**src/rtl/instr_encoder_loader.sv**
```systemverilog
// Purpose : encodes RV32/RV64 instruction fields into 32-bit words and writes them to instruction memory.
// Latency : a word accepted at cycle N is written (mem_we) at cycle N+1; one word per two cycles.
// Backpres: in_ready is high only while waiting for a word; it drops during the write and after the session ends.
// Optional: define IMM_RANGE_CHECK_EN to flag immediates that do not fit their format (err_imm).
module instr_encoder_loader #(
  parameter int MEM_SIZE   = 512,
  parameter int MAX_WORDS  = MEM_SIZE,
  parameter int XLEN       = 32,
  parameter int ADDR_WIDTH = $clog2(MEM_SIZE)
) (
  input  logic                  clk,
  input  logic                  rst_n,
  input  logic                  start,
  input  logic                  in_valid,
  output logic                  in_ready,
  input  logic [6:0]            in_opcode,
  input  logic [4:0]            in_rd,
  input  logic [4:0]            in_rs1,
  input  logic [4:0]            in_rs2,
  input  logic [2:0]            in_funct3,
  input  logic [6:0]            in_funct7,
  input  logic [XLEN-1:0]       in_imm,
  input  logic                  in_last,
  output logic                  mem_we,
  output logic [ADDR_WIDTH-1:0] mem_addr,
  output logic [XLEN-1:0]       mem_wdata,
  output logic                  done,
  output logic [ADDR_WIDTH:0]   count,
  output logic                  err_opcode,
  output logic                  err_imm,
  output logic                  ovf
);

  typedef enum logic [6:0] {
    OP_I_TYPE_LOAD  = 7'h03,
    OP_I_TYPE_ARITH = 7'h13,
    OP_S_TYPE       = 7'h23,
    OP_R_TYPE       = 7'h33,
    OP_RV64_TYPE    = 7'h3B,
    OP_B_TYPE       = 7'h63,
    OP_J_TYPE       = 7'h6F
  } opcode_e;

  typedef logic [4:0] reg_addr_t;

  localparam logic [2:0]  F3_SLL     = 3'b001;
  localparam logic [2:0]  F3_SRL_SRA = 3'b101;
  localparam logic [31:0] NOP_WORD   = 32'h0000_0013;

  localparam logic [ADDR_WIDTH:0] MAX_CNT = (ADDR_WIDTH+1)'(MAX_WORDS);

  typedef enum logic [1:0] {
    ST_IDLE   = 2'd0,
    ST_ACCEPT = 2'd1,
    ST_WRITE  = 2'd2,
    ST_DONE   = 2'd3
  } state_e;

  state_e                r_state;
  logic                  r_in_ready;
  logic                  r_mem_we;
  logic [ADDR_WIDTH-1:0] r_mem_addr;
  logic [XLEN-1:0]       r_mem_wdata;
  logic                  r_done;
  logic [ADDR_WIDTH-1:0] r_waddr;
  logic [ADDR_WIDTH:0]   r_count;
  logic                  r_last;
  logic                  r_err_opcode;
  logic                  r_err_imm;
  logic                  r_ovf;

  reg_addr_t             w_rd;
  reg_addr_t             w_rs1;
  reg_addr_t             w_rs2;
  logic [31:0]           w_enc;
  logic                  w_op_bad;
  logic                  w_imm_bad;
  logic                  w_is_shift;
  logic [ADDR_WIDTH:0]   w_count_inc;

  assign w_rd        = in_rd;
  assign w_rs1       = in_rs1;
  assign w_rs2       = in_rs2;
  assign w_is_shift  = (in_opcode == OP_I_TYPE_ARITH) &&
                       ((in_funct3 == F3_SLL) || (in_funct3 == F3_SRL_SRA));
  assign w_count_inc = r_count + (ADDR_WIDTH+1)'(1);

  // Format selection: pack the fields of the presented instruction into one 32-bit word
  always_comb begin
    w_enc    = NOP_WORD;
    w_op_bad = 1'b0;
    case (in_opcode)
      OP_R_TYPE, OP_RV64_TYPE:
        w_enc = {in_funct7, w_rs2, w_rs1, in_funct3, w_rd, in_opcode};
      OP_I_TYPE_LOAD, OP_I_TYPE_ARITH: begin
        if (w_is_shift)
          w_enc = {in_funct7, in_imm[4:0], w_rs1, in_funct3, w_rd, in_opcode};
        else
          w_enc = {in_imm[11:0], w_rs1, in_funct3, w_rd, in_opcode};
      end
      OP_S_TYPE:
        w_enc = {in_imm[11:5], w_rs2, w_rs1, in_funct3, in_imm[4:0], in_opcode};
      OP_B_TYPE:
        w_enc = {in_imm[12], in_imm[10:5], w_rs2, w_rs1, in_funct3,
                 in_imm[4:1], in_imm[11], in_opcode};
      OP_J_TYPE:
        w_enc = {in_imm[20], in_imm[10:1], in_imm[11], in_imm[19:12], w_rd, in_opcode};
      default: begin
        w_enc    = NOP_WORD;
        w_op_bad = 1'b1;
      end
    endcase
  end

`ifdef IMM_RANGE_CHECK_EN
  localparam logic signed [XLEN-1:0] IMM12_MIN = XLEN'(-2048);
  localparam logic signed [XLEN-1:0] IMM12_MAX = XLEN'(2047);
  localparam logic signed [XLEN-1:0] SHAMT_MIN = XLEN'(0);
  localparam logic signed [XLEN-1:0] SHAMT_MAX = XLEN'(31);
  localparam logic signed [XLEN-1:0] BOFF_MIN  = XLEN'(-4096);
  localparam logic signed [XLEN-1:0] BOFF_MAX  = XLEN'(4094);
  localparam logic signed [XLEN-1:0] JOFF_MIN  = XLEN'(-1048576);
  localparam logic signed [XLEN-1:0] JOFF_MAX  = XLEN'(1048574);

  logic signed [XLEN-1:0] w_simm;
  assign w_simm = in_imm;

  // Immediate range check: flag values the chosen format cannot represent (the word is still truncated and written)
  always_comb begin
    w_imm_bad = 1'b0;
    case (in_opcode)
      OP_I_TYPE_LOAD, OP_I_TYPE_ARITH: begin
        if (w_is_shift)
          w_imm_bad = (w_simm < SHAMT_MIN) || (w_simm > SHAMT_MAX);
        else
          w_imm_bad = (w_simm < IMM12_MIN) || (w_simm > IMM12_MAX);
      end
      OP_S_TYPE:
        w_imm_bad = (w_simm < IMM12_MIN) || (w_simm > IMM12_MAX);
      OP_B_TYPE:
        w_imm_bad = (w_simm < BOFF_MIN) || (w_simm > BOFF_MAX) || in_imm[0];
      OP_J_TYPE:
        w_imm_bad = (w_simm < JOFF_MIN) || (w_simm > JOFF_MAX) || in_imm[0];
      default:
        w_imm_bad = 1'b0;
    endcase
  end
`else
  // Without the range check the upper immediate bits are simply dropped by the formats
  logic w_unused_imm;
  assign w_unused_imm = ^in_imm[XLEN-1:21];
  assign w_imm_bad    = 1'b0;
`endif

  // Session FSM: start -> accept one word -> write it -> repeat until last or word limit -> done pulse
  always_ff @(posedge clk) begin
    if (!rst_n) begin
      r_state      <= ST_IDLE;
      r_in_ready   <= 1'b0;
      r_mem_we     <= 1'b0;
      r_mem_addr   <= '0;
      r_mem_wdata  <= '0;
      r_done       <= 1'b0;
      r_waddr      <= '0;
      r_count      <= '0;
      r_last       <= 1'b0;
      r_err_opcode <= 1'b0;
      r_err_imm    <= 1'b0;
      r_ovf        <= 1'b0;
    end else begin
      r_mem_we <= 1'b0;
      r_done   <= 1'b0;
      case (r_state)
        ST_IDLE, ST_DONE: begin
          if (start) begin
            r_state      <= ST_ACCEPT;
            r_in_ready   <= 1'b1;
            r_waddr      <= '0;
            r_count      <= '0;
            r_err_opcode <= 1'b0;
            r_err_imm    <= 1'b0;
            r_ovf        <= 1'b0;
          end else begin
            r_state <= ST_IDLE;
          end
        end
        ST_ACCEPT: begin
          if (in_valid && r_in_ready) begin
            r_state     <= ST_WRITE;
            r_in_ready  <= 1'b0;
            r_mem_we    <= 1'b1;
            r_mem_addr  <= r_waddr;
            r_mem_wdata <= XLEN'(w_enc);
            r_last      <= in_last;
            if (w_op_bad)  r_err_opcode <= 1'b1;
            if (w_imm_bad) r_err_imm    <= 1'b1;
          end
        end
        ST_WRITE: begin
          r_waddr <= r_waddr + ADDR_WIDTH'(1);
          r_count <= w_count_inc;
          if (r_last || (w_count_inc == MAX_CNT)) begin
            // Hitting the word limit without a last marker is an overflow; the session closes either way
            r_state <= ST_DONE;
            r_done  <= 1'b1;
            if (!r_last) r_ovf <= 1'b1;
          end else begin
            r_state    <= ST_ACCEPT;
            r_in_ready <= 1'b1;
          end
        end
        default: begin
          r_state    <= ST_IDLE;
          r_in_ready <= 1'b0;
        end
      endcase
    end
  end

  assign in_ready   = r_in_ready;
  assign mem_we     = r_mem_we;
  assign mem_addr   = r_mem_addr;
  assign mem_wdata  = r_mem_wdata;
  assign done       = r_done;
  assign count      = r_count;
  assign err_opcode = r_err_opcode;
  assign err_imm    = r_err_imm;
  assign ovf        = r_ovf;

endmodule

```
**config.mk**
```make
export PLATFORM = sky130hd
export DESIGN_NAME = instr_encoder_loader
export DESIGN_NICKNAME = d
export VERILOG_FILES = /design/src/rtl/instr_encoder_loader.sv
export SDC_FILE = /design/constraint.sdc
export NUM_CORES = 1
export LEC_CHECK = 0
export ABC_CLOCK_PERIOD_IN_PS = 5000
export BUFFER_PORTS_ARGS = -buffer_cell sky130_fd_sc_hd__buf_2
export CORE_MARGIN = 2
export CORE_UTILIZATION = 40
export DETAILED_ROUTE_END_ITERATION = 12
export GPL_TIMING_DRIVEN = 0
export PLACE_DENSITY_LB_ADDON = 0.08
export SETUP_SLACK_MARGIN = 0.3
export SLEW_MARGIN = 20
export SYNTH_ARGS = -nofsm -noshare
export SYNTH_HDL_FRONTEND = slang
export SYNTH_SLANG_ARGS = --single-unit
```
**constraint.sdc**
```tcl
create_clock -name clk -period 5 [get_ports clk]
set_input_delay 0.75 -clock clk [delete_from_list [all_inputs] [get_ports clk]]
set_output_delay 0.75 -clock clk [all_outputs]
set_load 0.01 [all_outputs]
```
==> impl_results.md <==
* CP delay by family, top: simple AND/OR/NAND/NOR gates
* Drt first-iter violations at 159
* Yosys top cell by area: dfxtp_1
* RePlAce Congestion at 0.854
* Initial core utilization at 41.9%
* Sink Count at 68
* Post-CTS setup repair buffer count at 0
* Avg Cell Area, Syn at 8.38 sq um
* FFs w/ async S/R, synth at 0%
* Worst skew pair latency at 0.34 ns
* Fillers at 728
* RR Endpoint: r_waddr[7]
* Setup crit end kind: register
* Final hold violations at 0
* FF-to-FF Start: r_state[0]
* DR DRC count at 0
* Maxcap violations at 0
* Actual slew at the worst max-slew pin at 0.805 ns
* Seq/Total Area, Yosys at 44.3%
* Synth unique cells at 50
* Outcome: complete, no violations
* Critical path, cell by cell: inv_1 -> ha_1 -> nor2b_1 -> nor2_1 -> nand4_1 -> or3_1 -> a21oi_1
* CP Max Fanout at 7
* Dominant synthesized flop cell: dfxtp_1
* Hold path depth at 2
* Total gr overflow at 0
* Buffers and inverters on the worst path at 1
* Synth cell count leaders: nand2_1, dfxtp_1, o21ai_0
* Leakage at 1.70 nW
* Core area at 7330 sq um
* CTS max path bufs at 2
* Placed cell area at 3760 sq um
* Worst path slowest cell: or3_1
* HPWL Detailed at 6.32 mm
* FF-to-FF setup slack at 2.73 ns
* Initial antenna violation count at 0
* Avg WL per Cell at 14.4 um
* HP Start: mem_wdata[27]
* Layout area overhead at 29.5%
* CTS tree: built
* Setup Skew at 0.00930 ns
* Number of synthesized flops with an enable pin at 0
* Grt peak-use layer: met2
* Largest net degree at the start of global routing at 12
* Yosys top cell area share at 44.3%
* Path type of the worst min-delay path: register to register
* Total GRT Usage at 20.6%
* Number of nets in the layout at 564
* First-pass iteration count of the detailed router at 7
* Slew headroom at 45.9%
* Worst stage delay on the critical path at 0.41 ns
* Clock slew at reported path FFs at 0.07 ns
* Peak VDD IR at 0.150 mV
* Met3 usage at 5.51%
* Met2 GRT Util at 30.7%
* Hold_buf cts at 0
* Antenna cells at 0
* Vias/cell at 5.17
* Post-synthesis net count at 440
* Top post-synthesis cells by area: dfxtp_1, nand2_1, a22oi_1
* WL final at 8.55 mm
* Fmax at 441 MHz
* Final worst path period share at 45.4%
* Startpoint type of the worst setup path: register
* Most common cell in the synthesized netlist: nand2_1
* Vias in the first global route at 2853
* Cells after synthesis at 367
* IO buf count at 113
* Vias at 3079
* Die Wd at 91.7 um
* RSZ-0062 raised after global routing: false
* Area of the die at 8400 sq um
* Layout cell share with drive strength beyond 1 at 29.0%
* Data arrival, critical path at 2.54 ns
* Register-to-Register Path Depth at 7
* H-tree depth at 3
* Final ANT Viol Nets at 0
* Setup Crit Path Kind: register to register
* IO Pins at 126
* CTS buffer count at 9
* Hold EP: mem_wdata[27]
* Post-synthesis register bit count at 68
* Worst Path Required at 5.27 ns
* Synth warn at 0
* Chip height at 91.7 um
* Syn Std Cell Area at 3070 sq um
* Final min period at 2.27 ns
* Setup TNS at 0 ns
* Global-route wire length before repair at 13.8 mm
* # rows at 31
* Grt met1 use at 27.8%
* Pwr Density at 303 nW/um^2
* Post-Layout Inst Area at 3980 sq um
* Setup violations, final at 0
* Post-CTS resize count at 0
* Max-slew violation count at 0
* CTS root buffer: clkbuf_8
how the worst max path moves through the flow:
stage	startpoint	endpoint	cells past startpoint
after floorplan	in_opcode[0]	mem_wdata[25]	6
after global placement	in_opcode[6]	mem_wdata[29]	8
after detailed placement	in_opcode[6]	mem_wdata[25]	8
after CTS	r_state[0]	r_waddr[7]	7
after global routing	r_state[0]	r_waddr[7]	7
final	r_state[0]	r_waddr[7]	7
tightest hold or removal path, delay by kind of cell (launching register included):
kind	cells	cell delay, ns
flops	1	0.32
simple gates	1	0.04
compound gates	1	0.05
layout by cell type (no fill, tap or decap), types with 3 or more instances in the layout:
cell type,synthesis,routed
buf_2,2,115
nand2_1,70,70
dfxtp_1,68,68
o21ai_0,31,31
nor2_1,28,28
a22oi_1,24,24
clkbuf_1,13,14
a21oi_1,13,13
a21boi_0,12,12
nor2b_1,11,11
clkbuf_8,0,10
nand3_1,9,9
and2_1,5,5
nand4_1,5,5
xor2_1,5,5
o21ai_1,4,4
a221oi_1,4,4
nor3b_1,4,4
o211a_1,4,4
mux2i_1,4,4
ha_1,4,4
inv_1,3,3
and3_1,3,3
nand2b_1,3,3
nor3_1,3,3
mux2_2,3,3
clkinv_2,0,3
logic make-up (layout without fill, tap and decap cells):
kind of cell / after synthesis / in the layout / share of synthesized area, %
fa+ha+maj: 4 / 4 / 1.63
compound gates: 104 / 104 / 22.5
mux: 7 / 7 / 2.40
simple gates: 156 / 156 / 24.6
flops: 68 / 68 / 44.3
buf+inv: 22 / 151 / 3.05
xor+xnor: 5 / 5 / 1.42
other cells: 1 / 1 / 0.122
power by group:
part           switching [W]  total, W  internal [W]
clock               0.000209  0.000501      0.000292
sequential        0.00000872  0.000562      0.000553
combinational      0.0000891  0.000143     0.0000539
total               0.000307   0.00121      0.000899
metrics by stage:
step	worst slack [ns]	hold WS (ns)	std cells	power, W	util, %
after global placement	2.52	0.431	579	0.000715	51.3
after global routing	2.56	0.477	595	0.00126	54.3
after detailed placement	2.52	0.437	579	0.000717	51.3
final	2.73	0.448	595	0.00121	54.3
after CTS	2.75	0.453	595	0.00122	54.3
after floorplan	2.94	0.453	367	0.000654	-
cell type report:
type / count / area, sq um / share of cell area, %
plain buffers: 19 / 82.6 / 2.07
clock buffers: 11 / 141 / 3.55
clock inverters: 5 / 75.1 / 1.89
inverters: 3 / 11.3 / 0.283
multi-input cells: 277 / 1620 / 40.7
flip-flops and latches: 68 / 1360 / 34.2
well taps: 99 / 124 / 3.11
repair buffers: 113 / 566 / 14.2
layer usage:
metal / vias to the layer above / wire length (um)
li1: 1555 / -
met1: 1412 / 3950
met2: 99 / 3820
met3: 13 / 619
met4: 0 / 170
met5: - / 0
state kept, by name (all words and copies together), names as in the netlist:
register	cells
mem_addr	9
mem_we	1
r_waddr	9
mem_wdata	32
r_state	2
r_last	1
count	10
done	1
err_opcode	1
ovf	1
in_ready	1
Power figures use the tool's default switching activity.
